<file path="config.mk">
export PLATFORM = sky130hd
export DESIGN_NAME = r4_column_feeder_flat
export DESIGN_NICKNAME = d
export VERILOG_FILES = /design/src/rtl/r4_column_feeder_pkg.sv /design/src/rtl/r4_column_feeder_if.sv /design/src/rtl/r4_column_feeder_line_buffer.sv /design/src/rtl/r4_column_feeder.sv /design/src/flat_wrapper.sv
export SDC_FILE = /design/constraint.sdc
export NUM_CORES = 1
export LEC_CHECK = 0
export CAP_MARGIN = 5
export CORE_ASPECT_RATIO = 0.9
export CORE_UTILIZATION = 65
export DETAILED_ROUTE_END_ITERATION = 12
export PLACE_DENSITY = 0.93
export RECOVER_POWER = 50
export SLEW_MARGIN = 20
export SYNTH_ARGS = -nofsm -noshare
export SYNTH_HDL_FRONTEND = slang
export SYNTH_HIERARCHICAL = 1
export SYNTH_SLANG_ARGS = --single-unit
</file>
<file path="constraint.sdc">
create_clock -name clk -period 8.3 [get_ports clk]
set_input_delay 2.075 -clock clk [delete_from_list [all_inputs] [get_ports clk]]
set_output_delay 2.075 -clock clk [all_outputs]
set_load 0.005 [all_outputs]
</file>
<file path="src/rtl/r4_column_feeder_pkg.sv">
// r4_column_feeder shared types and constants.
// Pixel/counter widths and the 9-tall window geometry.
package r4_column_feeder_pkg;
  localparam int PIX_W = 8;
  localparam int CNT_W = 10;
  localparam int R4    = 4;
  localparam int WIN   = 2 * R4 + 1;
  localparam int NBUF  = 2 * R4;

  typedef logic [PIX_W-1:0] pix_t;
  typedef logic [CNT_W-1:0] cnt_t;
endpackage

</file>
<file path="src/rtl/r4_column_feeder_if.sv">
// Pixel stream in, 9-pixel column out.
// master = pixel source / column sink, slave = feeder.
interface r4_column_feeder_if;
  import r4_column_feeder_pkg::*;

  logic valid_i;
  pix_t data_i;
  pix_t S1, S2, S3, S4, S5, S6, S7, S8, S9;
  logic valid_o;
  cnt_t col_o;
  cnt_t row_o;
  logic frame_done_o;

  modport master (
    output valid_i, data_i,
    input  S1, S2, S3, S4, S5, S6, S7, S8, S9,
    input  valid_o, col_o, row_o, frame_done_o
  );

  modport slave (
    input  valid_i, data_i,
    output S1, S2, S3, S4, S5, S6, S7, S8, S9,
    output valid_o, col_o, row_o, frame_done_o
  );
endinterface

</file>
<file path="src/rtl/r4_column_feeder_line_buffer.sv">
// Enable-advanced delay line of DEPTH pixels.
// Circular pointer into an unreset memory.
module line_buffer
  import r4_column_feeder_pkg::*;
#(
  parameter int DEPTH = 11
) (
  input  logic clk,
  input  logic rst,
  input  logic en,
  input  pix_t din,
  output pix_t dout
);
  localparam int PW = (DEPTH > 1) ? $clog2(DEPTH) : 1;

  pix_t          mem [DEPTH];
  logic [PW-1:0] ptr;

  // Read-before-write: slot holds the pixel from DEPTH enables ago.
  assign dout = mem[ptr];

  always_ff @(posedge clk) begin
    if (en) begin
      mem[ptr] <= din;
    end
  end

  always_ff @(posedge clk) begin
    if (rst) begin
      ptr <= '0;
    end else if (en) begin
      if (ptr == PW'(DEPTH - 1)) begin
        ptr <= '0;
      end else begin
        ptr <= ptr + 1'b1;
      end
    end
  end
endmodule

</file>
<file path="src/rtl/r4_column_feeder.sv">
// Raster pixel stream to vertical 9-pixel columns.
// Eight cascaded line buffers plus row/col qualification.
module r4_column_feeder
  import r4_column_feeder_pkg::*;
#(
  parameter int COLS = 11,
  parameter int ROWS = 11
) (
  input logic clk,
  input logic rst,
  r4_column_feeder_if.slave bus
);
  localparam bit EN_OUT = (ROWS >= WIN);

  cnt_t col;
  cnt_t row;
  pix_t tap [NBUF+1];
  logic adv;
  logic last_col;
  logic last_row;

  assign adv      = bus.valid_i && !rst;
  assign last_col = (col == cnt_t'(COLS - 1));
  assign last_row = (row == cnt_t'(ROWS - 1));
  assign tap[0]   = bus.data_i;

  for (genvar k = 1; k <= NBUF; k++) begin : g_lb
    line_buffer #(.DEPTH(COLS)) u_lb (
      .clk  (clk),
      .rst  (rst),
      .en   (adv),
      .din  (tap[k-1]),
      .dout (tap[k])
    );
  end

  always_ff @(posedge clk) begin
    if (rst) begin
      col <= '0;
      row <= '0;
    end else if (bus.valid_i) begin
      if (last_col) begin
        col <= '0;
        row <= last_row ? '0 : row + 1'b1;
      end else begin
        col <= col + 1'b1;
      end
    end
  end

  always_ff @(posedge clk) begin
    if (rst) begin
      bus.S1           <= '0;
      bus.S2           <= '0;
      bus.S3           <= '0;
      bus.S4           <= '0;
      bus.S5           <= '0;
      bus.S6           <= '0;
      bus.S7           <= '0;
      bus.S8           <= '0;
      bus.S9           <= '0;
      bus.col_o        <= '0;
      bus.row_o        <= '0;
      bus.valid_o      <= 1'b0;
      bus.frame_done_o <= 1'b0;
    end else if (bus.valid_i) begin
      bus.S9           <= tap[0];
      bus.S8           <= tap[1];
      bus.S7           <= tap[2];
      bus.S6           <= tap[3];
      bus.S5           <= tap[4];
      bus.S4           <= tap[5];
      bus.S3           <= tap[6];
      bus.S2           <= tap[7];
      bus.S1           <= tap[8];
      bus.col_o        <= col;
      bus.row_o        <= row;
      // Stale rows from a prior frame are masked by the row gate alone.
      bus.valid_o      <= EN_OUT && (row >= cnt_t'(NBUF));
      bus.frame_done_o <= EN_OUT && last_row && last_col;
    end else begin
      bus.valid_o      <= 1'b0;
      bus.frame_done_o <= 1'b0;
    end
  end
endmodule

</file>
<file path="src/flat_wrapper.sv">
// flat-port wrapper written by rule: the top's interface ports become plain ports
module r4_column_feeder_flat import r4_column_feeder_pkg::*;
#(
  parameter int COLS = 11,
  parameter int ROWS = 11
)
  (clk, rst, bus_valid_i, bus_data_i, bus_S1, bus_S2, bus_S3, bus_S4, bus_S5, bus_S6, bus_S7, bus_S8, bus_S9, bus_valid_o, bus_col_o, bus_row_o, bus_frame_done_o);
  r4_column_feeder_if bus_i ();
  input logic clk;
  input logic rst;
  input wire logic [$bits(bus_i.valid_i)-1:0] bus_valid_i;
  input wire logic [$bits(bus_i.data_i)-1:0] bus_data_i;
  output wire logic [$bits(bus_i.S1)-1:0] bus_S1;
  output wire logic [$bits(bus_i.S2)-1:0] bus_S2;
  output wire logic [$bits(bus_i.S3)-1:0] bus_S3;
  output wire logic [$bits(bus_i.S4)-1:0] bus_S4;
  output wire logic [$bits(bus_i.S5)-1:0] bus_S5;
  output wire logic [$bits(bus_i.S6)-1:0] bus_S6;
  output wire logic [$bits(bus_i.S7)-1:0] bus_S7;
  output wire logic [$bits(bus_i.S8)-1:0] bus_S8;
  output wire logic [$bits(bus_i.S9)-1:0] bus_S9;
  output wire logic [$bits(bus_i.valid_o)-1:0] bus_valid_o;
  output wire logic [$bits(bus_i.col_o)-1:0] bus_col_o;
  output wire logic [$bits(bus_i.row_o)-1:0] bus_row_o;
  output wire logic [$bits(bus_i.frame_done_o)-1:0] bus_frame_done_o;
  assign bus_i.valid_i = bus_valid_i;
  assign bus_i.data_i = bus_data_i;
  assign bus_S1 = bus_i.S1;
  assign bus_S2 = bus_i.S2;
  assign bus_S3 = bus_i.S3;
  assign bus_S4 = bus_i.S4;
  assign bus_S5 = bus_i.S5;
  assign bus_S6 = bus_i.S6;
  assign bus_S7 = bus_i.S7;
  assign bus_S8 = bus_i.S8;
  assign bus_S9 = bus_i.S9;
  assign bus_valid_o = bus_i.valid_o;
  assign bus_col_o = bus_i.col_o;
  assign bus_row_o = bus_i.row_o;
  assign bus_frame_done_o = bus_i.frame_done_o;
  r4_column_feeder #(.COLS(COLS), .ROWS(ROWS)) u_core (.clk(clk), .rst(rst), .bus(bus_i));
endmodule
</file>
# After elaboration in Yosys (flattened, before gate mapping)
# Memories as Yosys holds them, arrays and structs flattened. A register that Yosys moved wholly into a read port is not among the register bits.
# Index checks and enable logic that the tools add are counted.
dict set report word_totals {
  reg_bits 138
  ram_bits 704
  input_bits 11
  out_inout_bits 94
  memories 8
}
# memory words width read_ports rd_ports_with_merged_regs write_ports line
set mem_list {}
lappend mem_list {{u_core.g_lb[1].u_lb.mem} 11 8 1 1 1 r4_column_feeder_line_buffer.sv:16} ;# pix_t mem [DEPTH];
lappend mem_list {{u_core.g_lb[2].u_lb.mem} 11 8 1 1 1 r4_column_feeder_line_buffer.sv:16}
lappend mem_list {{u_core.g_lb[3].u_lb.mem} 11 8 1 1 1 r4_column_feeder_line_buffer.sv:16}
lappend mem_list {{u_core.g_lb[4].u_lb.mem} 11 8 1 1 1 r4_column_feeder_line_buffer.sv:16}
lappend mem_list {{u_core.g_lb[5].u_lb.mem} 11 8 1 1 1 r4_column_feeder_line_buffer.sv:16}
lappend mem_list {{u_core.g_lb[6].u_lb.mem} 11 8 1 1 1 r4_column_feeder_line_buffer.sv:16}
lappend mem_list {{2 more memories} -- -- -- -- -- --}
dict set report op_classes {
  add_sub_neg 10
  n_lt_le_gt_ge 1
  eq_ne 10
  n_mux 26
  n_bitwise 1
  n_reduce_logical 5
}
# cell count
set ops {}
lappend ops {{$mux 4} 22}
lappend ops {{$add 4x1->4 const B} 8}
lappend ops {{$eq 4x4->1 const B} 8}
lappend ops {{$add 10x1->10 const B} 2}
lappend ops {{$eq 10x4->1 const B} 2}
lappend ops {{$mux 10} 2}
lappend ops {{$ge 10x4->1 const B} 1}
lappend ops {{$logic_and 1x1->1} 2}
lappend ops {{$mux 1} 2}
lappend ops {{$reduce_and 2->1} 1}
lappend ops {{$reduce_or 2->1} 1}
lappend ops {{$logic_not 1->1} 1}
lappend ops {{$not 1->1} 1}

# Depth between registers and ports, before layout
# Gate-level depths: netlist of the first run.
dict set report logic_depth {
  word_depth 4
  ltp_mapped 8
}

# Hierarchy
# Netlist of the first run, hierarchy kept.
# module instances cells_per_inst area_each_um2
set modules_own_cells {}
lappend modules_own_cells {{line_buffer (u_core.g_lb[2].u_lb ...)} 7 233 3792.4}
lappend modules_own_cells {r4_column_feeder 1 417 4277.9}
lappend modules_own_cells {{line_buffer (u_core.g_lb[1].u_lb)} 1 235 3796.1}

# Least setup slack after synthesis of the first run
# Ideal clock, no wire load.
dict set report synth_path {
  path_kind {input-to-reg}
  from {input port bus_valid_i}
  to {memory u_core/g_lb[1].u_lb/mem[4][0] (netlist bit) (enable)}
  setup_ps 398
  arrival_time_ps 5890
  required_time_ps 7902
  slack_ps 2012
  path_stages 5
  path_buffers 2
  cell_sequence {clkbuf_1 buf_2 nor2b_1 nand2b_1 nor4b_1}
}
dict set report synth_between {
  elab_chain_len 3
}
# element line
set synth_lines {}
lappend synth_lines {{start: declaration} flat_wrapper.sv:11} ;# input wire logic [$bits(bus_i.valid_i)-1:0] bus_valid_i;
lappend synth_lines {{$logic_and 1x1->1} r4_column_feeder.sv:22} ;# assign adv = bus.valid_i && !rst;
lappend synth_lines {{via u_core.adv} r4_column_feeder.sv:18} ;# logic adv;
lappend synth_lines {{$mux 1} r4_column_feeder_line_buffer.sv:23} ;# if (en) begin
lappend synth_lines {{$mux 1 (not written as such)} r4_column_feeder_line_buffer.sv:24} ;# mem[ptr] <= din;
lappend synth_lines {{end: declaration} r4_column_feeder_line_buffer.sv:16}
# The timed path passes the listed nets, and every way through them passes these cells.

==> results of run 1 <==
layer usage:
layer / wire length, um / GRT usage, %
met5: 0 / 0
met4: 2550 / 9.56
met3: 8010 / 5.36
met2: 36300 / 45.1
met1: 29400 / 39.0
cell families after synthesis:
logic type      share of synthesized area (%)
flops                                    71.4
simple gates                             7.41
xor+xnor                                0.455
buf+inv                                  2.22
fa+ha+maj                               0.181
mux                                      12.7
compound gates                           5.72
sequential cells by signal, summed over array words and instances (netlist names), 10 cells and up, named ones only:
register and count:
u_core/bus.col_o 10, u_core/bus.row_o 10, u_core/col 10, u_core/g_lb.u_lb/mem 704, u_core/g_lb.u_lb/ptr 32, u_core/row 10
final cells by class:
type	instances	area (um^2)	share of cell area, %
Timing Repair Buffer	141	1310	3.39
Inverter	4	15.0	0.0388
Clock buffer	118	2320	5.98
Clock inverter	32	293	0.756
Sequential cell	882	24700	63.8
Tap cell	688	861	2.22
Multi-Input combinational cell	1277	9230	23.8
metrics by stage:
step	hold WS [ns]	instances	utilization [%]	setup slack [ns]
CTS	0.506	3141	74.1	3.23
floorplan	0.471	2283	-	2.01
finish	0.497	3142	74.2	2.02
detailed placement	0.481	2991	69.1	2.64
global placement	0.474	2991	69.1	2.94
global route	0.518	3142	74.2	1.77
final timing paths:
check | slack, ns | endpoint | depth (start not counted)
worst min-delay path | 0.50 | u_core/bus.S9[4] | 2
worst min register to register | 0.50 | u_core/bus.S9[4] | 2
worst max-delay path | 2.02 | u_core/row[5] | 4
worst max register to register | 3.40 | u_core/g_lb[7].u_lb/mem[8][2] | 4
worst max-delay path: stages:
cell	delay [ns]
buf_4	0.39
clkbuf_1	3.42
o21bai_1	0.60
a21oi_1	0.14
cells in the mapped netlist, types with 10 or more instances:
master      n  share of area (%)
a221o_1    48                1.4
o21ai_0    75                1.1
buf_1      16               0.17
mux2_2    136                4.4
clkbuf_1   54               0.59
nand3_1    21               0.30
nor2_1    154                1.7
nor3_1     25               0.36
xor2_1     15               0.38
nor2b_1    29               0.52
a21oi_1    16               0.23
nor4b_1    15               0.38
nor4_1     16               0.29
a22oi_1    31               0.67
nand2b_1   37               0.67
nand3b_1   11               0.24
and3_1     10               0.18
o21ai_1    65               0.94
o221ai_1   16               0.40
buf_6      16               0.52
buf_2      18               0.26
edfxtp_1  704                 61
mux2i_1   285                8.2
dfxtp_1   178                 10
nand2_1   174                1.9
o22ai_1    48               0.87
power groups by stage:
stage               combinational, mW  sequential [mW]  clock, mW
finish                          0.486             4.96       3.62
global route                    0.509             4.97       3.83
CTS                             0.474             4.96       3.66
detailed placement              0.468             5.06          0
global placement                0.445             5.05          0
floorplan                       0.322             4.99          0
==> run summary, run 1 <==
For this design the static power due to leakage is 12.8 nW. Summed over all nets, the half-perimeter wirelength after detailed placement is 46.8 mm. The wire length of the first global-routing pass was 117 mm. Endpoint class of the critical path: a flop.

Data on the critical path is required at its endpoint by 8.77 ns. The final number of hold-violating endpoints was 0; the number of antenna cells inserted was 0. Net switching is 21.5% of the power. The prevailing post-synth register cell was edfxtp_1.

Counting the buffers created by CTS gives 80. Summing all placed instances gives a cell area of 36,100 um^2. The proportion of synthesized flip-flops having asynchronous set or reset was 0%; the max capacitance violation total was 59. The via total after detailed routing is 20,500. TritonCTS built the clock tree.

Summed over all layers, the global routing overflow is 0. The run gives 0 as the final antenna-violating net count. The tools report the remaining design rule violation count as 0. The worst clock skew on the final layout is 0.0205 ns, and the placer's final routability congestion estimate is 0.955. The highest achievable clock rate is 0.159 GHz.

The run gives 2,402 as the total number of nets in the final design. The first detailed-routing pass took 6 iterations. Relative to the synthesized area, the layout overhead comes to 11.9%. The worst hold path begins at u_core/bus.S9[4]. Cell at the root of the clock tree: clkbuf_16. Buffers placed on the I/O ports in this run total 104. Dividing the detail-routed via count by the number of cells gives 6.51. The post-route cell area was 38,700 um^2.

Counting every instance in the synthesized netlist gives 2,283. VDD sags by at most 0.179 mV. The routed wire length came out at 76.2 mm. The internal portion of the total power is 7.12 mW.

The completed layout was analyzed and its total power is 9.07 mW. The floorplan step defined a die boundary enclosing 54,200 um^2. The critical path is of the input port to flop type. After clock tree synthesis, the repair step resized 0 gates.

Entering global routing, the biggest net connects 97 pins. The later pin in the worst-skew pair is clocked with a latency of 0.63 ns. The count of pins on the block boundary was 105; the filler cell count was 2,750. Data on the critical path arrives at its endpoint at 6.75 ns. Synthesis produced a netlist with a net count of 2,299. Counting distinct cell types in the post-synthesis netlist gives 44. The Yosys step of the flow raised 6 warnings. For the row count, the log shows 79. Dividing the synthesized area by the synthesized cell count gives 15.2 um^2.

The flow ran to the end, but the final reports show violations. After routing, the total negative slack on setup checks comes to 0 ns. The standard cell core area was 52,200 um^2; the number of buffers inserted by hold repair at cts was 0. The final count of pins violating max slew is 1,019, and the total setup violations reported at the end of the flow is 0. The shortest clock period the worst path allows after layout is 6.28 ns.

The largest driver fanout on the critical path was 96. The logs give 1.95 mW for the net switching power and -223% for the worst-case headroom to the max-slew limit. The clock passes through at most 3 buffers.

After synthesis the cells add up to 34,600 um^2. The library cells used most frequently in the layout, excluding fill and tap cells, are 704 x edfxtp_1, 285 x mux2i_1, 176 x dfxtp_1. Counting every sink on the clock net gives 882.

Power spread over the standard cell area amounts to 234 nW/um^2. The H-tree was split into 3 levels. The via count of the first global-routing pass was 20,300. Setup repair after global routing left no endpoint under its margin. Counting flops with a built-in enable in the synthesized netlist gives 704. Leaving out fill and tap cells, the most frequent cell in the layout is edfxtp_1. Die outline width: 245 um.

The tools report the launch point of the critical path as rst. In this run, flip-flops and latches consume 54.7% of the power. The number of flip-flops and latches in the synthesized netlist is 882, and the iteration-0 DRC count of the detailed router is 2,551.

The tools report the number of antenna violations at the first check in global routing as 0. STA classifies the critical path startpoint as an input port. The detail-routed net length per standard cell is 24.3 um. The final reports fail on capacitance limit, slew limit. In this run the post-CTS setup repair buffer count came out at 0. The proportion of layout cells with a drive suffix above 1 came out at 12.0%. The portion of total power attributed to combinational logic came out at 5.4%. The clock-pin slew of the registers on the worst-case setup and hold paths is 0.07 ns.

In this run, the clock network consumes 39.9% of the power. The min-delay analysis places its worst path in the category flop to flop. The slew of the pin with the lowest slew margin was 4.85 ns; the proportion of synthesized chip area in sequential cells was 71.4%.

Global routing used 28.1% of the available tracks. For this configuration, the core starts out at a cell density of 66.3%. Of the available clock period, the critical path in the final layout requires 75.6%. The die is 221 um tall.
Power figures use the tool's default switching activity.
==> inputs of run 2 (changes only) <==
--- a/config.mk
+++ b/config.mk
@@ -7,9 +7,9 @@
 export LEC_CHECK = 0
 export CAP_MARGIN = 5
 export CORE_ASPECT_RATIO = 0.9
-export CORE_UTILIZATION = 65
+export CORE_UTILIZATION = 55
 export DETAILED_ROUTE_END_ITERATION = 12
-export PLACE_DENSITY = 0.93
+export PLACE_DENSITY = 0.84
 export RECOVER_POWER = 50
 export SLEW_MARGIN = 20
 export SYNTH_ARGS = -nofsm -noshare
==> constraint.sdc (replaced) <==
create_clock -name clk -period 5.6 [get_ports clk]
set_input_delay 1.4 -clock clk [delete_from_list [all_inputs] [get_ports clk]]
set_output_delay 1.4 -clock clk [all_outputs]
set_load 0.005 [all_outputs]
==> run summary, run 2 (synthesized netlist as in run 1, its figures left out) <==
The delay contributed by the slowest stage of the critical path works out to 1.69 ns (-1.73 ns). The largest driver fanout on the critical path was 40 (-58%); the shortest clock period the worst path allows after layout was 4.11 ns. The areal power density over the cells came out at 354 nW/um^2 (+51%). The starting utilization of the core area was 56.1% (-10 points); the signed area change from the synthesized netlist to the final layout was 13.2%. Routed wire length: 73.7 mm (-3.3%).

The number of clock buffers inserted by TritonCTS is 84 (+5.0%), and the placed instance count is 3,147 (+5.2%). The run gives 92 (-5.2%) as the maximum number of pins on one net before global-route repair. The placer's final routability congestion estimate is 0.906 (-5.2%). The logs give 0 (unchanged) for the number of resized instances in the post-cts repair step and 29 (-51%) for the max capacitance violation total. For the iteration-0 DRC count of the detailed router, the log shows 2,228 (-13%). The vertical die dimension was 240 um (+8.6%); the row count was 86 (+8.9%). Leaving out fill and tap cells, the most frequent cell in the layout is edfxtp_1. Clock-pin slew of the registers on the worst-case setup and hold paths: 0.06 ns (about the same). Detail-routed net length per standard cell: 22.3 um (-8.1%). The final number of hold-violating endpoints came out at 0 (unchanged). The worst setup path is launched from a flop. The slew of the pin with the lowest slew margin came out at 2.34 ns (-2.51 ns). The via total after detailed routing is 20,000 (-2.4%). TritonCTS built the clock tree.

For the overall overflow remaining after global route, the log shows 0 (unchanged). For the HPWL after detailed placement, the log shows 45.9 mm (-1.8%). The depth of the worst hold-timing path was 2 (unchanged); the maximum vdd ir drop was 0.234 mV (+30%).

The total placed instance area is 36,300 um^2 (+0.70%). The standard cell core area was 61,800 um^2 (+18%). The worst-case headroom to the max-slew limit is -56.0% (+170 points). In this run the clock root is driven by a clkbuf_16. Count of port buffers added during placement: 104 (unchanged). The final reports fail on capacitance limit, slew limit.

The depth of the CTS H-tree is 3 (unchanged). By startpoint and endpoint, the worst setup path is classified as flop to flop. The proportion of layout cells with a drive suffix above 1 works out to 12.5% (+0.52 points). The tools report the endpoint class of the critical path as a flop. The final setup TNS came out at 0 ns (unchanged).

The kind of path behind the tightest hold check was flop to flop. For the final antenna-violating net count, the log shows 0 (unchanged). The via count of the first global-routing pass came out at 19,400 (-4.4%). The largest buffer count on any clock path is 3 (unchanged). In the layout the commonest cells are 704 x edfxtp_1, 285 x mux2i_1, 174 x nand2_1.

The utilization after layout was 63.5% (-11 points). More flip-flops sit in one register than any other, and that register is u_core/g_lb.u_lb/mem. The final non-filler cell total is 3,307 (+5.3%), and the count of pins on the block boundary is 105 (unchanged). The number of antenna violations at the first check in global routing is 0 (unchanged). The remaining design rule violation count was 0 (unchanged). The wire length of the first global-routing pass was 112 mm (-4.3%).

Of the available clock period, the critical path in the final layout requires 73.3%. The run gives 2,415 (+0.54%) as the total number of nets in the final design. Traced cell by cell, the critical path runs through mux2_2 > o22ai_1 > a221o_1 > o21ai_0. The tools report the first-pass iteration count of the detailed router as 5 (-1). The average vias per placed instance was 6.04 (-7.3%). Final count of pins violating max slew: 534 (-48%). The number of flip-flops in the largest register is 704 (unchanged), and the die footprint is 64,000 um^2 (+18%).

The logs give 0.0286 ns (+0.00805 ns) for the worst clock skew on the final layout and 0 (unchanged) for the post-CTS setup buffer count. The largest registers in the layout are u_core/g_lb.u_lb/mem x704, u_core/g_lb.u_lb/ptr x32. The cell leakage power came out at 12.8 nW (+0.46%). The run finished, with violations left. Setup repair after global routing left no endpoint under its margin.

The number of antenna cells inserted was 0 (unchanged). Library cell contributing the largest single delay on the critical path: dfxtp_1. The worst-skew pair later-pin latency was 0.65 ns (+0.02 ns). The run gives 24,700 um^2 (about the same) as the register area. Area taken by multi-input logic gates: 9230 um^2 (about the same). The final total power is 13.9 mW (+53%). The die outline width is 266 um (+8.6%), and the overall routing resource usage is 22.9% (-5.2 points). For the filler cell count, the log shows 4,204 (+53%). The tools report the number of clock sinks as 882 (unchanged). For the total setup violations reported at the end of the flow, the log shows 0 (unchanged).

The run gives 0 (unchanged) as the number of buffers inserted by hold repair at cts. Depth of the worst register-to-register path: 4 (unchanged). The post-route cell area is 39,200 um^2 (+1.2%). The run gives 0.243 GHz as the highest achievable clock rate. The endpoint required time on the critical path was 5.82 ns (-2.95 ns). Arrival time of data at the critical path endpoint: 4.33 ns (-2.42 ns).
[run 2: metrics by stage]
step | setup WS (ns) | hold slack, ns
finish | 1.49 | 0.495
detailed placement | 1.67 | 0.481
global route | 1.28 | 0.516
floorplan | 0.875 | 0.471
CTS | 2.29 | 0.495
global placement | 1.82 | 0.474
[run 2: worst paths after layout]
| path | start | to | slack, ns |
|---|---|---|---|
| worst max-delay path | flop | u_core/g_lb[8].u_lb/mem[5][3] | 1.49 |
| worst min register to register | u_core/bus.S6[4] | u_core/bus.S6[4] | 0.50 |
| worst max register to register | flop | u_core/g_lb[8].u_lb/mem[5][3] | 1.49 |
| worst min-delay path | u_core/bus.S6[4] | u_core/bus.S6[4] | 0.50 |
[run 2: routing by layer]
layer  share of wire [%]  global-route usage, %  vias to the layer above  routed length (um)
met1                  41                   31.6                     9812               30000
met5                   0                      0                        -                   0
met4                 3.1                   8.17                        0                2290
li1                    -                      -                     8952                   -
met2                  47                   36.4                     1020               34600
met3                 9.3                   4.57                      186                6860
[run 2: area by class of cell]
cell class / instances / area share (%)
clock inverters: 40 / 1.08
inverters: 4 / 0.0383
repair buffers: 150 / 3.34
multi-input cells: 1277 / 23.5
clock buffers: 118 / 6.29
flip-flops and latches: 882 / 63.0
well taps: 836 / 2.67
[run 2: critical path: cells and delay by family, from the launching register on]
kind | cells | cell delay [ns]
flops | 1 | 1.69
compound gates | 3 | 1.56
mux | 1 | 0.41
[run 2: power breakdown]
group          switching, mW  internal (mW)  total (mW)
Combinational          0.446          0.284       0.730
Clock                   2.43           3.38        5.81
Sequential             0.109           7.23        7.34
Total                   2.99           10.9        13.9
==> inputs of run 3 (changes only) <==
==> constraint.sdc (replaced) <==
create_clock -name clk -period 3.65 [get_ports clk]
set_input_delay 0.9125 -clock clk [delete_from_list [all_inputs] [get_ports clk]]
set_output_delay 0.9125 -clock clk [all_outputs]
set_load 0.005 [all_outputs]
==> run summary, run 3 (synthesized netlist as in run 1, its figures left out) <==
The total number of nets in the final design was 2,484 (+2.9%); the largest buffer count on any clock path was 3 (unchanged). Setup repair after global routing left no endpoint under its margin. The proportion of total power due to net switching was 21.2% (-0.34 points); the final number of hold-violating endpoints was 0 (unchanged). The internal power contribution is 16.7 mW (+53%), and the worst-skew pair later-pin latency is 0.64 ns (about the same). The average vias per placed instance works out to 5.87 (-2.8%). The run gives 0 (unchanged) as the post-CTS setup buffer count.

The most common library cell in the layout ignoring fill and taps is edfxtp_1. The most critical setup path has its startpoint at bus_valid_i. Derived from the worst setup path, the maximum achievable clock frequency is 0.320 GHz. The die footprint was 64,000 um^2 (unchanged); the standard cell core area was 61,800 um^2 (unchanged). Depth of the worst hold-timing path: 2 (unchanged). The overall routing resource usage came out at 23.0% (+0.035 points). The logs give 1 (-97%) for the max capacitance violation total and 3.91 ns (-1.91 ns) for the endpoint required time on the critical path. The flow ran to the end, but the final reports show violations.

The worst-case headroom to the max-slew limit is -17.1% (+39 points), and the via count of the first global-routing pass is 19,600 (+1.2%). The critical path goes through clkbuf_2 > nor2b_4 > buf_4 > nand2b_1 > nor4b_1 > clkbuf_1. The critical path buffer and inverter count was 3 (+3). On the critical path, the stage with the largest delay is an instance of clkbuf_2.

The endpoint class of the critical path is a flop. Count of port buffers added during placement: 104 (unchanged). The tools report the maximum number of pins on one net before global-route repair as 135 (+47%). Area taken by multi-input logic gates: 9190 um^2 (-0.49%). On the critical path the largest part of the delay comes from buffers and inverters. The delay contributed by the slowest stage of the critical path came out at 0.77 ns (-0.92 ns). The part of the total power dissipated in the clock network is 41.4% (-0.5 points), and the final setup TNS is 0 ns (unchanged). The first-pass iteration count of the detailed router came out at 6 (+1).

The final count of pins violating max slew came out at 135 (-75%). Placer's final routability congestion estimate: 0.843 (-6.9%). The count of pins on the block boundary is 105 (unchanged).

The depth of the CTS H-tree was 3 (unchanged). For the cell leakage power, the log shows 12.9 nW (+0.50%). The remaining design rule violation count came out at 0 (unchanged). The number of clock sinks was 882 (unchanged). The tools report the arrival time of data at the critical path endpoint as 3.38 ns (-0.95 ns). The row count is 86 (unchanged), and the overall overflow remaining after global route is 0 (unchanged). The tools report the worst clock skew on the final layout as 0.0299 ns (+0.00130 ns). The number of resized instances in the post-cts repair step is 0 (unchanged). The maximum vdd ir drop was 0.531 mV (+130%); the vertical die dimension was 240 um (unchanged). The largest driver fanout on the critical path came out at 37 (-7.5%). The critical path ends at u_core/g_lb[5].u_lb/mem[4][7]. The tools report the net switching power as 4.47 mW (+50%).

The filler cell count is 4,258 (+1.3%). The top cell types in the final layout, fill and taps aside, are 704 x edfxtp_1, 285 x mux2i_1, 174 x nand2_1. The starting utilization of the core area is 56.1% (unchanged). For the routed wire length, the log shows 72.9 mm (-1.1%).

The tools report the number of antenna violations at the first check in global routing as 0 (unchanged). The detail-routed net length per standard cell works out to 21.6 um (-3.1%). The tools report the startpoint type of the worst setup path as an input port. In this run the worst hold path is classified as flop to flop. The via total after detailed routing was 19,800 (-0.78%); the number of antenna cells inserted was 0 (unchanged). For the final antenna-violating net count, the log shows 0 (unchanged).

TritonCTS built the clock tree. The critical path is of the input port to flop type. The fraction of the cycle the final worst path needs was 85.6%; the instance count on the critical path was 6 (+2). The die outline width works out to 266 um (unchanged). The endpoint identified for the worst register-to-register timing path is u_core/bus.S2[7]. The checks that failed: capacitance limit, slew limit.

The largest registers in the layout are u_core/g_lb.u_lb/mem x704, u_core/g_lb.u_lb/ptr x32. The start point of the worst hold path was u_core/bus.row_o[0]. The portion of total power attributed to combinational logic came out at 5.4% (about the same). The run gives 112 mm (+0.29%) as the wire length of the first global-routing pass. The sequential group share of total power was 53.2% (+0.3 points).

From synthesis to final layout, the design area changed by 13.7%. The number of flip-flops in the largest register is 704 (unchanged). The areal power density over the cells is 536 nW/um^2 (+52%), and the total setup violations reported at the end of the flow is 0 (unchanged).

The iteration-0 DRC count of the detailed router came out at 1,981 (-11%). The worst setup slack for register-to-register paths is 0.52 ns (-0.97 ns). The number of buffers inserted by hold repair at cts was 0 (unchanged); the shortest clock period the worst path allows after layout was 3.13 ns. Slew of the pin with the lowest slew margin: 1.76 ns (-0.585 ns). The depth of the worst register-to-register path was 7 (+3). Number of clock buffers inserted by TritonCTS: 83 (-1.2%).

Clock tree synthesis selected as its root buffer the cell clkbuf_16. The register area came out at 24,700 um^2 (about the same). The proportion of layout cells with a drive suffix above 1 was 12.6% (+0.058 points); the HPWL after detailed placement was 45.7 mm (-0.41%). The clock-pin slew of the registers on the worst-case setup and hold paths is 0.06 ns (about the same). The register bank with the most flops was u_core/g_lb.u_lb/mem. The final hold slack is 0.497 ns (+0.00121 ns).
## run 3: cell count changes in the layout (fill, tap and decap cells not counted), sizes merged
cell,delta
buf,+25
clkinvlp,+4
clkinv,-5
inv,-1
bufinv,+3
clkbuf,+42
## run 3: per-stage QoR
step | util [%] | instances | power [mW] | worst slack [ns] | area, um^2
CTS | 64.3 | 3375 | 21.3 | 0.842 | 39700
finish | 63.8 | 3375 | 21.1 | 0.524 | 39400
floorplan | - | 2283 | 12.1 | 0.0377 | 34700
global route | 63.8 | 3375 | 21.7 | 0.346 | 39400
detailed placement | 59.8 | 3219 | 12.6 | 0.476 | 36900
global placement | 59.8 | 3219 | 12.6 | 0.550 | 36900
## run 3: how the worst min path moves through the flow
stage / end
3_3_place_gp: u_core/bus.S2[4]
3_5_place_dp: u_core/bus.row_o[0]
6_report: u_core/bus.row_o[0]
5_1_grt: u_core/bus.row_o[2]
4_1_cts: u_core/bus.row_o[0]
2_1_floorplan: u_core/row[9]
## run 3: worst min-delay path, stage by stage, from the launching register on
cell and delay [ns]:
dfxtp_1 0.32, mux2i_1 0.06, nor2_1 0.07
## run 3: area by class of cell
cell class,count,area share (%)
clock buffers,115,5.89
clock inverters,41,1.20
inverters,4,0.0381
multi-input cells,1277,23.3
flip-flops and latches,882,62.7
well taps,836,2.66
repair buffers,220,4.13
## run 3: power groups by stage
stage | Sequential (mW) | Clock, mW | Combinational (mW)
2_1_floorplan | 11.4 | 0 | 0.735
3_3_place_gp | 11.4 | 0 | 1.12
3_5_place_dp | 11.5 | 0 | 1.16
4_1_cts | 11.2 | 8.86 | 1.17
5_1_grt | 11.3 | 9.26 | 1.20
6_report | 11.2 | 8.75 | 1.13
## run 3: metal layers
layer / vias up / part of all wire, % / track usage, %
met2: 871 / 48 / 38.0
met5: - / 0 / 0
met4: 0 / 2.8 / 7.87
li1: 9097 / - / -
met3: 142 / 7.5 / 3.81
met1: 9705 / 41 / 30.9
